==> src/rtl/hazard_ctrl.sv <==
// Hazard controller for the 5-stage RV32 pipeline: operand forwarding, load-use,
// data-memory wait and branch hazards, plus a scoreboard for multi-cycle mul/div results.
module hazard_ctrl #(
   parameter int REG_AW   = 5,
   parameter int MD_DEPTH = 2,
   parameter int CNT_W    = 32
) (
   input  logic              clk_i,
   input  logic              rst_ni,
   input  logic [REG_AW-1:0] rs1d_i,
   input  logic [REG_AW-1:0] rs2d_i,
   input  logic [REG_AW-1:0] rdd_i,
   input  logic [REG_AW-1:0] rs1e_i,
   input  logic [REG_AW-1:0] rs2e_i,
   input  logic [REG_AW-1:0] rde_i,
   input  logic [REG_AW-1:0] rdm_i,
   input  logic [REG_AW-1:0] rdw_i,
   input  logic              reg_write_d_i,
   input  logic              reg_write_m_i,
   input  logic              reg_write_w_i,
   input  logic              result_src_e_i,
   input  logic              md_op_e_i,
   input  logic              pc_src_i,
   input  logic              mem_req_m_i,
   input  logic              dmem_ready_i,
   input  logic              md_done_i,
   input  logic [REG_AW-1:0] md_rd_i,
   output logic              stall_f_o,
   output logic              stall_d_o,
   output logic              stall_e_o,
   output logic              stall_m_o,
   output logic              flush_d_o,
   output logic              flush_e_o,
   output logic              flush_m_o,
   output logic              flush_w_o,
   output logic [1:0]        forwarding_a_o,
   output logic [1:0]        forwarding_b_o,
   output logic              md_start_o,
   output logic              md_busy_o,
   output logic [CNT_W-1:0]  stall_cnt_o
);
   localparam int NREG  = 1 << REG_AW;
   localparam int MDC_W = $clog2(MD_DEPTH + 1);

   logic [NREG-1:0]  pend;
   logic [MDC_W-1:0] md_cnt;
   logic [CNT_W-1:0] stall_cnt;

   logic [NREG-1:0]  done_mask;
   logic [NREG-1:0]  start_mask;
   logic [NREG-1:0]  pend_vis;
   logic             mem_stall;
   logic             use_stall;
   logic             sb_raw;
   logic             sb_waw;
   logic             md_full;
   logic             md_start;

   function automatic logic [CNT_W-1:0] sat_inc(input logic [CNT_W-1:0] v);
      return (&v) ? v : v + CNT_W'(1);
   endfunction

   function automatic logic [1:0] fwd_sel(input logic [REG_AW-1:0] rs,
                                          input logic              wm,
                                          input logic [REG_AW-1:0] rdm,
                                          input logic              ww,
                                          input logic [REG_AW-1:0] rdw);
      if (rs == '0)
         return 2'b00;
      if (wm && (rdm == rs))
         return 2'b10;
      if (ww && (rdw == rs))
         return 2'b01;
      return 2'b00;
   endfunction

   assign forwarding_a_o = fwd_sel(rs1e_i, reg_write_m_i, rdm_i, reg_write_w_i, rdw_i);
   assign forwarding_b_o = fwd_sel(rs2e_i, reg_write_m_i, rdm_i, reg_write_w_i, rdw_i);

   // A register completing this cycle is visible to D already (write-first register file).
   always_comb begin
      done_mask  = md_done_i ? (NREG'(1) << md_rd_i) : '0;
      start_mask = (md_start && (rde_i != '0)) ? (NREG'(1) << rde_i) : '0;
      pend_vis   = pend & ~done_mask;
   end

   always_comb begin
      mem_stall = mem_req_m_i & ~dmem_ready_i;
      use_stall = (result_src_e_i | md_op_e_i) & (rde_i != '0) &
                  ((rde_i == rs1d_i) | (rde_i == rs2d_i));
      sb_raw    = ((rs1d_i != '0) & pend_vis[rs1d_i]) |
                  ((rs2d_i != '0) & pend_vis[rs2d_i]);
      sb_waw    = reg_write_d_i & (rdd_i != '0) & pend_vis[rdd_i];
      md_full   = md_op_e_i & (md_cnt == MDC_W'(MD_DEPTH)) & ~md_done_i;
      md_start  = md_op_e_i & ~mem_stall & ~pc_src_i & ~md_full;
   end

   always_comb begin
      stall_f_o = 1'b0;
      stall_d_o = 1'b0;
      stall_e_o = 1'b0;
      stall_m_o = 1'b0;
      flush_d_o = 1'b0;
      flush_e_o = 1'b0;
      flush_m_o = 1'b0;
      flush_w_o = 1'b0;
      if (mem_stall) begin
         // The taken branch stays in E and is re-presented once memory is ready.
         stall_f_o = 1'b1;
         stall_d_o = 1'b1;
         stall_e_o = 1'b1;
         stall_m_o = 1'b1;
         flush_w_o = 1'b1;
      end else if (pc_src_i) begin
         flush_d_o = 1'b1;
         flush_e_o = 1'b1;
      end else if (md_full) begin
         stall_f_o = 1'b1;
         stall_d_o = 1'b1;
         stall_e_o = 1'b1;
         flush_m_o = 1'b1;
      end else if (use_stall || sb_raw || sb_waw) begin
         stall_f_o = 1'b1;
         stall_d_o = 1'b1;
         flush_e_o = 1'b1;
      end
   end

   assign md_start_o  = md_start;
   assign md_busy_o   = (md_cnt != '0);
   assign stall_cnt_o = stall_cnt;

   // Scoreboard: a new issue to the same register outranks the completion clearing it.
   always_ff @(posedge clk_i or negedge rst_ni) begin
      if (!rst_ni) begin
         pend      <= '0;
         md_cnt    <= '0;
         stall_cnt <= '0;
      end else begin
         pend <= (pend & ~done_mask) | start_mask;
         if (md_start && !md_done_i)
            md_cnt <= md_cnt + MDC_W'(1);
         else if (!md_start && md_done_i && (md_cnt != '0))
            md_cnt <= md_cnt - MDC_W'(1);
         if (stall_f_o)
            stall_cnt <= sat_inc(stall_cnt);
      end
   end

endmodule

==> config.mk <==
export PLATFORM = sky130hd
export DESIGN_NAME = hazard_ctrl
export DESIGN_NICKNAME = d
export VERILOG_FILES = /design/src/rtl/hazard_ctrl.sv
export SDC_FILE = /design/constraint.sdc
export NUM_CORES = 1
export LEC_CHECK = 0
export CORE_MARGIN = 3
export CORE_UTILIZATION = 45
export CTS_CLUSTER_DIAMETER = 80
export DETAILED_ROUTE_END_ITERATION = 10
export PLACE_DENSITY = 0.71
export SLEW_MARGIN = 30
export SYNTH_ARGS = -nofsm -noshare
export SYNTH_HDL_FRONTEND = slang
export SYNTH_SLANG_ARGS = --single-unit
export TNS_END_PERCENT = 1
==> constraint.sdc <==
create_clock -name clk_i -period 4.1 [get_ports clk_i]
set_input_delay 0.82 -clock clk_i [delete_from_list [all_inputs] [get_ports clk_i]]
set_output_delay 0.82 -clock clk_i [all_outputs]
set_load 0.005 [all_outputs]
==> reports/results.md, run 1 <==
- **outcome** finished clean
- **endpoints failing hold** 0
- **cts bufs inserted** 9
- **required arrival time at the worst endpoint** 3.28 ns
- **shortest period the worst path allows** 4.02 ns
- **Max H-tree Level** 3
- **Gate Count Post-Synth** 596
- **Post-Syn Nets** 653
- **worst slew margin relative to its limit** 44.0%
- **setup-violating endpoint count in the final report** 0
- **Max Buffers Root-to-Sink** 2
- **area fraction of the dominant cell type after synthesis** 30.9%
- **total routing usage reported by global routing** 30.4%
- **fraction of the cycle the final worst path needs** 98.1%
- **Static Leakage** 3.26 nW
- **DRC violation count after routing** 0
- **Core Region** 11500 sq um
- **post-synthesis sequential area ratio** 30.9%
- **yosys synthesis warning count** 0
- **Netlist cell types** 75
- **Starting Density** 46.4%
- **vias in the first global route** 5808
- **power per cell area** 317 nW/um^2
- **number of sinks driven by the clock tree** 66
- **maximum resistive drop on vdd** 0.471 mV
- **number of max-cap violations** 0
- **DR pass1 iterations** 5
- **antenna violations before repair** 0
- **CTS tree** done
- **list of most frequent post-synthesis cells** 66 x sky130_fd_sc_hd__dfrtp_1, 65 x sky130_fd_sc_hd__o21ai_0, 41 x sky130_fd_sc_hd__xor2_1, 36 x sky130_fd_sc_hd__nor2_1, 34 x sky130_fd_sc_hd__nand2_1
- **Worst Setup EP** flush_e_o
- **worst hold margin** 0.498 ns
- **EDFF count, synth** 0
- **Boundary Pins** 102
- **mapped cell area** 5350 sq um
- **pin slew with the least headroom to its limit** 0.840 ns
- **final core occ** 67.5%
- **number of nets still failing antenna checks after routing** 0
- **worst path setup slack after routing** 0.0786 ns
- **worst reg-to-reg path cell count** 10
- **Die Height** 115 microns
- **cell with the most instances after synthesis** sky130_fd_sc_hd__dfrtp_1
- **sort of element at the start of the critical path** input port
- **Root Driver** sky130_fd_sc_hd__clkbuf_16
- **synthesis-to-layout area growth** 45.3%
- **Routability Congestion** 1.00
- **final setup TNS** 0 ns
- **leading area contributor after synthesis** sky130_fd_sc_hd__dfrtp_1
- **clk_skew** 0.00812 ns
- **highest attainable clock frequency** 249 MHz
- **Synth async-reset ratio** 100%
- **final routed wire length divided by cell count** 21.3 microns
- **Synth Flop Type** sky130_fd_sc_hd__dfrtp_1
- **total number of vias** 5846
- **number of antenna diodes** 0
- **kind of capture point of the worst setup path** output pin
- **worst-path cell with the longest stage delay** sky130_fd_sc_hd__clkdlybuf4s50_1
- **post-detailed-route via-to-cell ratio** 6.26
- **main area contributors after synthesis** sky130_fd_sc_hd__dfrtp_1 31%, sky130_fd_sc_hd__xor2_1 6.7%, sky130_fd_sc_hd__o21ai_0 6.1%, sky130_fd_sc_hd__mux2i_1 4.5%, sky130_fd_sc_hd__xnor2_1 3.9%
- **Total Routed Length** 19900 microns
- **total count of max-transition violations in the final report** 0
- **start point of the critical path** rdd_i[1]
- **largest net degree at the start of global routing** 38
- **CP arrival** 3.20 ns
- **area of the die** 13200 sq um
- **overflow left after global routing** 0
- **cells along the critical path** clkdlybuf4s50_1 -> buf_6 -> inv_1 -> buf_4 -> nor3_1 -> a32oi_1 -> and4_1 -> nor4_4 -> buf_4 -> and4_1 -> a21oi_1 -> clkdlybuf4s15_1
- **worst-path maximum fanout** 11
- **average instance area after synthesis** 8.97 sq um
- **total of buffers placed on input and output ports** 101
- **endpoint of the worst-slack reg-to-reg timing path** stall_cnt_o[1]
- **slowest cell delay on critical path** 0.48 ns
- **Clock transition at path regs** 0.06 ns
- **number of placement rows** 39
- **register-to-register setup slack** 1.04 ns
- **width of the die** 115 microns
- **share of final-layout standard cells stronger than drive strength 1** 27.9%
- **global-route wire length before repair** 31500 microns
- **startpoint-to-endpoint class of the critical path** in -> out
- **clock latency on the worst-skew pair** 0.34 ns
- **origin of the critical flop-to-flop path** pend[31]
- **net total in the final layout** 843
- **synthesis-stage register bit count** 66
- **sum of net half-perimeters after detailed placement** 14700 microns
- **pre-CTS setup slack** -0.800 ns
- **Tightest Hold Check Type** reg -> reg
- **starting DRC count in detailed routing** 491
## placed cells by master (no fill, tap or decap), drive strengths merged, types with 3 or more instances in the layout
cell type	count
a211oi	5
a21oi	9
a221oi	5
and2	4
and3	8
and4	4
buf	126
clkbuf	12
clkdlybuf4s50	85
clkinv	3
dfrtp	66
dlygate4sd2	7
inv	17
mux2	13
mux2i	24
mux4	6
nand2	34
nand2b	8
nand3	28
nand3b	6
nand4	9
nand4b	3
nand4bb	4
nor2	36
nor2b	3
nor3	31
nor4	18
nor4b	4
o2111a	4
o2111ai	4
o211ai	9
o21ai	69
o22ai	5
o311ai	4
o31ai	6
o41ai	5
or2	4
xnor2	24
xor2	42
## sequential cells by signal, indices dropped and copies added, names as in the netlist
name	flops
pend	32
stall_cnt_o	32
md_cnt	2
## cells by family after synthesis
| logic type | after synthesis | share of synthesized area, % |
|---|---|---|
| AOI/OAI and AO/OA | 144 | 18.2 |
| xor gates and xnor gates | 66 | 11.2 |
| adders and majority gates | 1 | 0.234 |
| buffers and inverters | 62 | 6.46 |
| DFF | 66 | 30.9 |
| muxes | 43 | 9.75 |
| and+or+nand+nor | 214 | 23.3 |
## area by class of cell
type                       count  area, sq um
fill                         945         3750
multi-input combinational    468         3590
timing repair buffer         224         1980
sequential                    66         1650
clock buffer                  10          239
tap                          143          179
inverter                      17         67.6
clock inverter                 6         65.1
## where the power goes
part           internal [W]  switching (W)  total, W
combinational      0.000412       0.000368  0.000781
sequential         0.000737       0.000149  0.000886
clock              0.000488       0.000305  0.000793
total               0.00164       0.000822   0.00246
## per-layer routing
layer	share of wire [%]	wire [microns]	GRT usage, %
met1	39	7830	39.6
met2	47	9390	49.0
met3	9.1	1810	6.47
met4	4.5	901	12.8
met5	0	0	0
## timing repair
action,in CTS,in global routing
resized for setup,66,24
hold buffers,0,0
buffers inserted,12,2
pin swaps,19,13
cloned,0,1
endpoints found under the setup margin,3,3
## worst max-delay path, delay by kind of cell
family | cells | cell delay [ns]
buf+inv | 6 | 1.28
compound gates | 2 | 0.15
simple gates | 4 | 0.94
## worst min-delay path by stage
stage | start | depth (start not counted) | to | slack, ns
after global placement | stall_cnt_o[22] | 1 | stall_cnt_o[22] | 0.47
final | stall_cnt_o[22] | 1 | stall_cnt_o[22] | 0.50
after global routing | stall_cnt_o[28] | 1 | stall_cnt_o[28] | 0.51
after CTS | stall_cnt_o[26] | 1 | stall_cnt_o[26] | 0.50
after detailed placement | stall_cnt_o[26] | 1 | stall_cnt_o[26] | 0.48
after floorplan | stall_cnt_o[22] | 1 | stall_cnt_o[22] | 0.48
## per-stage QoR
| step | cells | cell area, sq um | power (W) |
|---|---|---|---|
| after floorplan | 596 | 5350 | 0.00120 |
| after global placement | 903 | 7100 | 0.00159 |
| after detailed placement | 903 | 7100 | 0.00160 |
| after CTS | 931 | 7660 | 0.00243 |
| after global routing | 934 | 7770 | 0.00257 |
| final | 934 | 7770 | 0.00246 |
No activity file was read; power rests on OpenSTA's default activity.
==> run 2: changes to the inputs <==
CTS_CLUSTER_SIZE = 10   (was default)
==> results of run 2 <==
Final layout, timing and power as in run 1 (identical DEF).
==> variant: new RTL, flow settings as in run 1 <==
Change the parameter `REG_AW` from 5 to 6.
--- a/src/rtl/hazard_ctrl.sv
+++ b/src/rtl/hazard_ctrl.sv
@@ -1,7 +1,7 @@
 // Hazard controller for the 5-stage RV32 pipeline: operand forwarding, load-use,
 // data-memory wait and branch hazards, plus a scoreboard for multi-cycle mul/div results.
 module hazard_ctrl #(
-   parameter int REG_AW   = 5,
+   parameter int REG_AW   = 6,
    parameter int MD_DEPTH = 2,
    parameter int CNT_W    = 32
 ) (
Interface: changed (9 resized); port bits go from 102 to 111. No check against the original RTL was run, so the function may have changed too.
==> variant against run 1 <==
- the flow now finishes with violations (setup timing)
- cell area grew 30%
- total power grew 27%
- synthesized cell count grew 21%
- synthesized area grew 30%
- clock power grew 21%
- worst setup slack lost 170 ps
- sequential cell count grew 31
- global-route usage grew 4.2 points
- count of clock-buffer cells in the layout shrank 1
- routed wire length grew 43%
- critical path type unchanged
- critical endpoint unchanged
- largest power group unchanged
==> variant: results (changes against run 1) <==
.. list-table::
   :header-rows: 1

   * - Metric
     - Value
   * - CP max stage delay
     - 590 ps (+110 ps)
   * - VDD IR-drop max
     - 0.000247 V (-47%)
   * - Area of placed instances
     - 0.00938 sq mm (+32%)
   * - Worst-path cell with the longest stage delay
     - sky130_fd_sc_hd__or4bb_4
   * - Cell types with the highest counts after synthesis
     - sky130_fd_sc_hd__o21ai_0 (119), sky130_fd_sc_hd__dfrtp_1 (97), sky130_fd_sc_hd__xnor2_1 (56)
   * - Sequential share of the synthesized area
     - 0.350 (+0.0410)
   * - Pin count of the biggest net entering global routing
     - 80 (+110%)
   * - Half-perimeter wire length of the detailed placement result
     - 22.3 mm (+52%)
   * - Global-route usage over all layers
     - 0.346 (+0.0418)
   * - Slew HR
     - 0.488 (+0.0476)
   * - Number of placed cells counting well taps
     - 1138 (+26%)
   * - Routed length on met3
     - 2.68 mm (+48%)
   * - Minimum setup slack in the final design
     - -89.2 ps (-168 ps)
   * - Insertion delay to the later sink of the worst-skew pair
     - 370 ps (+30 ps)
   * - Run status
     - finished with violations
   * - Dominant delay contributor by cell family on the critical path
     - simple AND/OR/NAND/NOR gates
   * - Clock tree skew after final layout
     - 12.8 ps (+4.66 ps)
   * - Initial antenna violation count
     - 1 (+1)
   * - Worst endpoint data arrival time
     - 3370 ps (+170 ps)
   * - Synth Net Count
     - 786 (+20%)
   * - Met3 Resource Use GR
     - 0.0770 (+0.0122)
   * - Count of different cell masters after synthesis
     - 87 (+16%)
   * - Per-cell routed wire length
     - 24.3 microns (+14%)
   * - GR Util met1
     - 0.484 (+0.0883)
   * - Routed length on met1
     - 11.9 mm (+52%)
   * - Met2 wire len
     - 13.0 mm (+38%)
   * - Leakage power total
     - 4.13 nW (+27%)
   * - Biggest area contributors in the synthesized netlist
     - sky130_fd_sc_hd__dfrtp_1 (35%), sky130_fd_sc_hd__o21ai_0 (8.6%), sky130_fd_sc_hd__mux4_2 (7.8%), sky130_fd_sc_hd__xnor2_1 (7.1%), sky130_fd_sc_hd__nand4_1 (2.5%)
   * - Maximum fanout along the worst path
     - 8 (-3)
   * - Power density normalized to cell area
     - 308 mW/mm^2 (-2.7%)
   * - Minimum setup slack among reg-to-reg paths
     - 1170 ps (+130 ps)
   * - Number of nets in the finished design
     - 1052 (+25%)
   * - Violated checks
     - setup timing
   * - Setup total negative slack
     - -177 ps (-177 ps)
   * - Share of layout cells above drive strength 1
     - 0.326 (+0.0465)
   * - Count of port buffers added during placement
     - 110 (+8.9%)
   * - Total via count after detailed routing
     - 7389 (+26%)
   * - Post-CTS setup buffer count
     - 19 (+7)
   * - Syn_area_per_cell
     - 9.64 sq um (+7.4%)
   * - Number of endpoints failing setup at the final stage
     - 2 (+2)
   * - Min-Delay Path Class
     - primary input to asynchronous set/reset pin
   * - Drt initial violations
     - 757 (+54%)
## variant: logic make-up after synthesis
group | synth area share
xor gates and xnor gates | 0.0845
adders and majority gates | 0.00180
and+or+nand+nor | 0.227
DFF | 0.350
muxes | 0.104
buffers and inverters | 0.0526
AOI/OAI and AO/OA | 0.180
## variant: layout make-up
class	instances	area [sq um]
inverters	9	33.8
fillers	1177	4670
multi-input cells	563	4380
flip-flops and latches	97	2430
clock inverters	7	108
repair buffers	306	2740
well taps	184	230
clock buffers	9	225
## variant: path summary, 6_finish.rpt
path / from / endpoint / cells after the start
max: md_rd_i[2] / flush_e_o / 12
min: rst_ni / pend[19] / 1
max reg2reg: stall_cnt_o[4] / stall_cnt_o[1] / 10
min reg2reg: stall_cnt_o[6] / stall_cnt_o[6] / 1
max in group asynchronous: rst_ni / md_cnt[1] / 2
min in group clk_i: stall_cnt_o[6] / stall_cnt_o[6] / 1
